===== config.mk =====
export PLATFORM = sky130hd
export DESIGN_NAME = mmio_timer
export DESIGN_NICKNAME = d
export VERILOG_FILES = /design/src/rtl/mmio_timer.sv
export SDC_FILE = /design/constraint.sdc
export NUM_CORES = 1
export LEC_CHECK = 0
export BUFFER_PORTS_ARGS = -buffer_cell sky130_fd_sc_hd__buf_2
export CORE_UTILIZATION = 50
export DETAILED_ROUTE_END_ITERATION = 7
export PLACE_DENSITY = 0.75
export SYNTH_ARGS = -nofsm -noshare
export SYNTH_HDL_FRONTEND = slang
export SYNTH_SLANG_ARGS = --single-unit

===== constraint.sdc =====
create_clock -name clk -period 2.4 [get_ports clk]
set_input_delay 0.36 -clock clk [delete_from_list [all_inputs] [get_ports clk]]
set_output_delay 0.36 -clock clk [all_outputs]
set_load 0.005 [all_outputs]

===== src/rtl/mmio_timer.sv =====
// rtl/mmio_timer.sv - memory-mapped countdown timer with prescaler and level interrupt
module mmio_timer #(
   parameter logic [15:0] BASE_ADDR = 16'hFF00,
   parameter int unsigned WIDTH     = 32
) (
   input  logic        clk,
   input  logic        reset,
   input  logic        MemWrite,
   input  logic [15:0] memAddr,
   input  logic [31:0] writeMemData,
   output logic [31:0] memData,
   output logic        hit,
   output logic        irq
);

   logic             en_q, en_d;
   logic             auto_q, auto_d;
   logic             ie_q, ie_d;
   logic [7:0]       presc_q, presc_d;
   logic [7:0]       pcnt_q, pcnt_d;
   logic [WIDTH-1:0] load_q, load_d;
   logic [WIDTH-1:0] count_q, count_d;
   logic             expired_q, expired_d;

   logic [1:0]       reg_idx;
   logic             wr_en, wr_ctrl, wr_load, wr_count, wr_status;
   logic             tick;
   logic             unused_addr_lsb;

   // Byte lanes within a register are not distinguished.
   assign unused_addr_lsb = ^memAddr[1:0];

   assign hit       = (memAddr[15:4] == BASE_ADDR[15:4]);
   assign reg_idx   = memAddr[3:2];
   assign wr_en     = MemWrite & hit;
   assign wr_ctrl   = wr_en & (reg_idx == 2'd0);
   assign wr_load   = wr_en & (reg_idx == 2'd1);
   assign wr_count  = wr_en & (reg_idx == 2'd2);
   assign wr_status = wr_en & (reg_idx == 2'd3);
   assign tick      = en_q & (pcnt_q == presc_q);

   // Both terms come straight from flops, so irq has no path from the bus.
   assign irq = expired_q & ie_q;

   // Read mux: registers zero-extended, nothing driven outside the window.
   always_comb begin
      memData = '0;
      if (hit) begin
         case (reg_idx)
            2'd0:    memData = {16'h0000, presc_q, 5'b00000, ie_q, auto_q, en_q};
            2'd1:    memData = 32'(load_q);
            2'd2:    memData = 32'(count_q);
            default: memData = {31'h0, expired_q};
         endcase
      end
   end

   // Next state: prescaler, countdown/expiry, then CPU writes layered on top.
   always_comb begin
      en_d      = en_q;
      auto_d    = auto_q;
      ie_d      = ie_q;
      presc_d   = presc_q;
      load_d    = load_q;
      count_d   = count_q;
      expired_d = expired_q;

      if (!en_q || tick) begin
         pcnt_d = '0;
      end else begin
         pcnt_d = pcnt_q + 8'd1;
      end

      // Clear first so that an expiry in the same cycle still sets the flag.
      if (wr_status && writeMemData[0]) begin
         expired_d = 1'b0;
      end
      if (tick && (count_q == '0)) begin
         expired_d = 1'b1;
      end

      // A CTRL or COUNT write in a tick cycle takes precedence over the tick.
      if (tick && !wr_ctrl && !wr_count) begin
         if (count_q != '0) begin
            count_d = count_q - WIDTH'(1);
         end else if (auto_q) begin
            count_d = load_q;
         end else begin
            en_d = 1'b0;
         end
      end

      if (wr_ctrl) begin
         en_d    = writeMemData[0];
         auto_d  = writeMemData[1];
         ie_d    = writeMemData[2];
         presc_d = writeMemData[15:8];
         pcnt_d  = '0;
      end
      if (wr_load) begin
         load_d = writeMemData[WIDTH-1:0];
      end
      if (wr_count) begin
         count_d = writeMemData[WIDTH-1:0];
         pcnt_d  = '0;
      end
   end

   // State registers, cleared asynchronously.
   always_ff @(posedge clk or posedge reset) begin
      if (reset) begin
         en_q      <= 1'b0;
         auto_q    <= 1'b0;
         ie_q      <= 1'b0;
         presc_q   <= '0;
         pcnt_q    <= '0;
         load_q    <= '0;
         count_q   <= '0;
         expired_q <= 1'b0;
      end else begin
         en_q      <= en_d;
         auto_q    <= auto_d;
         ie_q      <= ie_d;
         presc_q   <= presc_d;
         pcnt_q    <= pcnt_d;
         load_q    <= load_d;
         count_q   <= count_d;
         expired_q <= expired_d;
      end
   end

endmodule


* After elaboration in Yosys (flattened, before gate mapping)
Index checks and enable logic that the tools add are counted.
** Storage, ports and cells
- Register bits after elaboration :: 84
- Bits of input ports :: 51
** Operators by class
- Add/subtract/negate cells :: 2
- Equality and inequality tests :: 7
- Mux-type cells :: 15
- Bitwise gates (word level) :: 7
- Reduce and logical (&&, ||, !) cells :: 17
** Operators with widths (count)
- 32-bit two-way mux :: 5
- 32-bit case mux with 3 select lines :: 1
- 32-bit zero test :: 1
- 32-bit nonzero test :: 1
- 32-bit by 1-bit subtractor with 32-bit output, second input constant :: 1
- 8-bit two-way mux :: 3
- 12-bit == test, second input constant :: 1
- 8-bit by 1-bit adder with 8-bit output, second input constant :: 1
- 8-bit == test :: 1
- 1-bit AND :: 7
- 1-bit two-way mux :: 6
- 2-bit nonzero test :: 3
- 2-bit == test, second input constant :: 2
- 1-bit logical AND :: 4
- 1-bit zero test :: 3
- 3-bit AND reduction :: 1
- 3-bit nonzero test :: 1
- 2-bit by 1-bit == test with 1-bit output, second input constant :: 1
- 2-bit zero test :: 1
- 2-bit by 1-bit inequality test with 1-bit output, second input constant :: 1
- 2-bit inequality test, second input constant :: 1
- 2-bit AND reduction :: 1
- 1-bit logical OR :: 1

* Depth between registers and ports, before layout
- Depth after elaboration :: 8
- Gate-level depth with buffers :: 9

* Worst setup path after synthesis
OpenSTA, ideal clock, no wires.
- Kind :: flip-flop to flip-flop
- Start point :: register count_q[0]
- End point :: register count_q[30]
- Library setup time :: 0.127 ns
- Arrival :: 2.461 ns
- Slack :: -0.188 ns
- Stages on the path, launching flop included :: 10
- Buffers on the path :: 1
- Period minus slack after synthesis :: 2.588 ns
- Path through :: dfrtp_1 -> inv_1 -> ha_1 -> clkbuf_1 -> or4b_2 -> nor3_2 -> nand4_1 -> xor2_1 -> a211oi_1 -> a221o_2
** On the way
- Cells in the longest elaborated chain, start to end :: 4
** RTL lines
- start, declared :: RTL line 22 : logic [WIDTH-1:0] count_q, count_d;
- start signal, assigned :: RTL line 127 : count_q <= count_d;
- 32-bit by 1-bit subtractor with 32-bit output / 32-bit nonzero test (equally long branches) :: RTL line 85, 84
- 32-bit two-way mux :: RTL line 84 : if (count_q != '0) begin
- 32-bit two-way mux :: RTL line 83 : if (tick && !wr_ctrl && !wr_count) begin
- 32-bit two-way mux :: RTL line 103 : if (wr_count) begin
Several ways; a longest one is shown, not always the timed one. The select of a mux whose other input is x is not followed.
A chain may end at the register's enable or synchronous reset.

* Final worst setup path
- Start point :: register count_q[26]
- End point :: register count_q[4]
** On the way
- Cells in the longest elaborated chain, start to end :: 4
** RTL lines (RTL line)
- 32-bit nonzero test (*) :: 84
- 32-bit two-way mux :: 84
- 32-bit two-way mux :: 83
- 32-bit two-way mux :: 103
Every way passes the cells marked *; elsewhere a longest branch is shown, timed or not. The select of a mux whose other input is x is not followed.

==> flow_results.org <==
** Worst setup path
- Cell type group with the largest total delay on the critical path :: simple AND/OR/NAND/NOR gates
- On the worst path, the slowest cell contributes a delay of 0.62 ns.
- Cells along the critical path :: or4_1 -> nor4_4 -> buf_4 -> nand4_4 -> a41oi_4 -> buf_12 -> buf_12 -> nand2_4 -> o211ai_1
- The worst register-to-register path has a setup slack of -0.03 ns.
- Startpoint Class :: register
- For the worst setup path, the data required time is 2.69 ns.
- The most numerous cell type found on the critical path is buf_12.
- Counting both buffers and inverters, the worst setup path holds a total of 3.
- Endpoint arrival time on the critical path :: 2.73 ns
- STA classifies the critical path endpoint as a register.
- Maximum net fanout on the critical path :: 6
- Among all stages on the critical path, the largest delay is contributed by or4_1.
- The critical path in this run is classified as reg2reg.

** Die
- Once the floorplan was initialized, standard cells occupied 51.7% of the core.
- In this run the horizontal extent of the chip is 105 microns.
- Die area :: 11100 sq um
- From bottom edge to top edge, the die measures 105 microns.
- During I/O placement, the number of pins put on the boundary was 85.
- Floorplan core area :: 10300 sq um
- Cell Rows :: 37

** Clock network
- Clock-pin slew was measured on the worst setup and hold paths at 0.08 ns.
- CTS Root Buffer Type :: clkbuf_8
- Clock sink count :: 84
- The H-tree was split into 3 levels.
- Number of buffers between clock root and the deepest sink :: 2
- CTS tree :: yes
- Number of buffers inserted during clock tree synthesis :: 9
- Clock latency on the worst-skew pair, taken at its later pin, is 0.38 ns.

** Run
- The tool flagged a number of max-cap violations equal to 0.

** Route
- In the routed design, unresolved DRC markers number 0.
- After detailed routing, the number of vias per cell comes to 6.23.
- The first routing iteration left 350 violations.
- DRT Wirelength :: 16000 microns
- Total iterations of the first detailed-routing run :: 7
- Antenna viol nets, final :: 0
- Routed length per placed instance :: 19.3 microns
- Detailed routing inserted a total of 5175 vias.

** Yosys
- Most used standard cell by instance count after synthesis :: dfrtp_1
- Sequential share of the synthesized area :: 39.4%
- Area share of the leading cell type in the synthesized netlist :: 39.4%
- The mapped netlist covers 5330 sq um.
- In the synthesized netlist the dominant register cell turns out to be dfrtp_1.
- Number of warnings reported in the yosys synthesis log :: 0
- After technology mapping, the gate count stands at 563.
- After synthesis, the share of flip-flops with an asynchronous set or reset is 100%.
- Synth unique cells :: 62
- Flip-flop and latch count after synthesis :: 84
- Syn nets :: 617
- Synth cell count leaders :: dfrtp_1 (84), nor2_1 (78), nand2_1 (45), mux2_2 (40), a22oi_1 (31)
- Top cells by area, synth :: dfrtp_1 (39%), mux2_2 (8.4%), nor2_1 (5.5%), a22oi_1 (4.4%), xnor2_1 (3.9%)
- The average instance in the mapped netlist occupies 9.47 sq um.
- Summed over all instances, the cell type with the most area after synthesis is dfrtp_1.
- Number of enable-type register cells in the synthesized netlist :: 0

** STA
- Pin slew with the least headroom to its limit :: 0.705 ns
- Unrepaired setup endpoints after global routing :: true
- Measured against its own limit, the worst slew margin works out to 52.9%.
- Across all setup checks in the final design, the least slack found is -0.0338 ns.
- Final setup violation count :: 16
- Based on the critical path, the design can be clocked at up to 411 MHz.
- The worst path in the final design needs a cycle of 2.43 ns, including I/O delays and setup.
- Pins over their slew limit :: 0
- The final-report hold violation count is 0.
- The worst path uses 101% of the clock period.
- Sum of negative setup slack :: -0.172 ns
- Max Clock Skew :: 0.0139 ns

** Placement
- Number of port buffers :: 82
- Hpwl dp :: 10600 microns
- At the end of routability-driven placement, the weighted congestion stood at 0.906.

** Status
- Failing checks :: setup timing
- Outcome :: complete, but fails checks

** GRT
- Entering global routing, the biggest net connects 36 pins.
- After global routing the overflow that remains totals 0.
- The number of antenna violations at the first check in global routing is 0.
- Vias in the first global route :: 5056
- Wire length of the first global-routing pass :: 25300 microns
- Global routing consumed, over all layers together, 29.4% of the routing resources.

** Finish
- N_diodes :: 0
- In the final layout, the multi-input gates occupy 3120 sq um.
- Cells with a size suffix above 1 make up 39.3% of the layout.
- Final nets :: 745
- Across the whole layout, storage elements account for 2100 sq um.
- Area growth from synthesis to layout :: 27.3%
- Counting the fill cells in the layout gives 806.
- Core occupancy in the finished layout :: 65.8%

** Power
- Reported leakage power :: 3.19 nW
- Pwr dens :: 405 nW/um^2
- Peak ir drop on the vdd network :: 0.000398 V

** Hold path
- Worst min-delay path class :: in2async
==> layer usage <==
| layer | track usage [%] | part of all wire [%] |
|---|---|---|
| met1 | 36.7 | 41 |
| met2 | 48.8 | 49 |
| met3 | 5.69 | 6.7 |
| met4 | 14.0 | 3.4 |
| met5 | 0 | 0 |
==> cells by family (layout without fill, tap and decap cells) <==
family | Yosys count | count (layout) | share of synthesized area [%]
and+or+nand+nor | 216 | 216 | 20.4
AOI/OAI and AO/OA | 120 | 120 | 16.6
DFF | 84 | 84 | 39.4
buffers and inverters | 54 | 186 | 6.43
muxes | 52 | 52 | 10.9
xor gates and xnor gates | 34 | 34 | 5.58
adders and majority gates | 3 | 3 | 0.704
==> report_power, final <==
group / total, mW / switching [mW] / internal (mW) / leakage [nW]
Clock: 0.932 / 0.508 / 0.425 / 0.0893
Combinational: 0.399 / 0.233 / 0.166 / 1.94
Sequential: 1.42 / 0.00352 / 1.42 / 1.16
==> registers in the layout, summed over array words and instances, names as in the netlist <==
signal,count
count_q,32
en_q,1
auto_q,1
expired_q,1
presc_q,8
load_q,32
pcnt_q,8
ie_q,1
==> path summary, 6_finish.rpt <==
kind | end | startpoint | cells after the start
setup / recovery | count_q[4] | count_q[26] | 9
hold / removal | expired_q | reset | 2
setup reg to reg | count_q[4] | count_q[26] | 9
hold reg to reg | load_q[7] | load_q[7] | 1
max in group asynchronous | ie_q | reset | 3
min in group clk | auto_q | writeMemData[1] | 3
==> repair_timing <==
action / 4_1_cts / 5_1_grt
pin swaps: 11 / 12
gates resized for setup: 25 / 37
buffers inserted: 5 / 7
cloned: 3 / 0
endpoints found under the setup margin: 43 / 40
hold buffers: 0 / 0
==> through the flow <==
step | instance area (sq um) | cells | power (mW) | hold slack, ns | worst slack (ns)
after detailed placement | 6190 | 801 | 1.77 | 0.502 | -0.314
after floorplan | 5390 | 563 | 1.63 | 0.477 | -0.0866
after global routing | 6790 | 831 | 2.85 | 0.117 | -0.0948
after global placement | 6190 | 801 | 1.76 | 0.510 | -0.255
after CTS | 6590 | 824 | 2.75 | 0.0886 | -0.0136
final | 6790 | 831 | 2.75 | 0.0815 | -0.0338
==> cells in the final DEF (no fill, tap or decap), drive strengths merged, types with 14 or more instances in the layout <==
cell type,count
a22oi,31
nor4,14
nand2,45
nand3,18
dfrtp,84
buf,162
o21ai,23
xnor2,24
nor2,78
nor3,14
mux2,40
a21oi,16
==> cell type report <==
class	instances	share of cell area, %
Clock buffer	13	2.34
Clock inverter	2	0.147
Inverter	9	0.553
Multi-Input combinational cell	425	46.0
Sequential cell	84	31.0
Tap cell	136	2.51
Timing Repair Buffer	162	17.5
No activity file was read; power rests on OpenSTA's default activity.
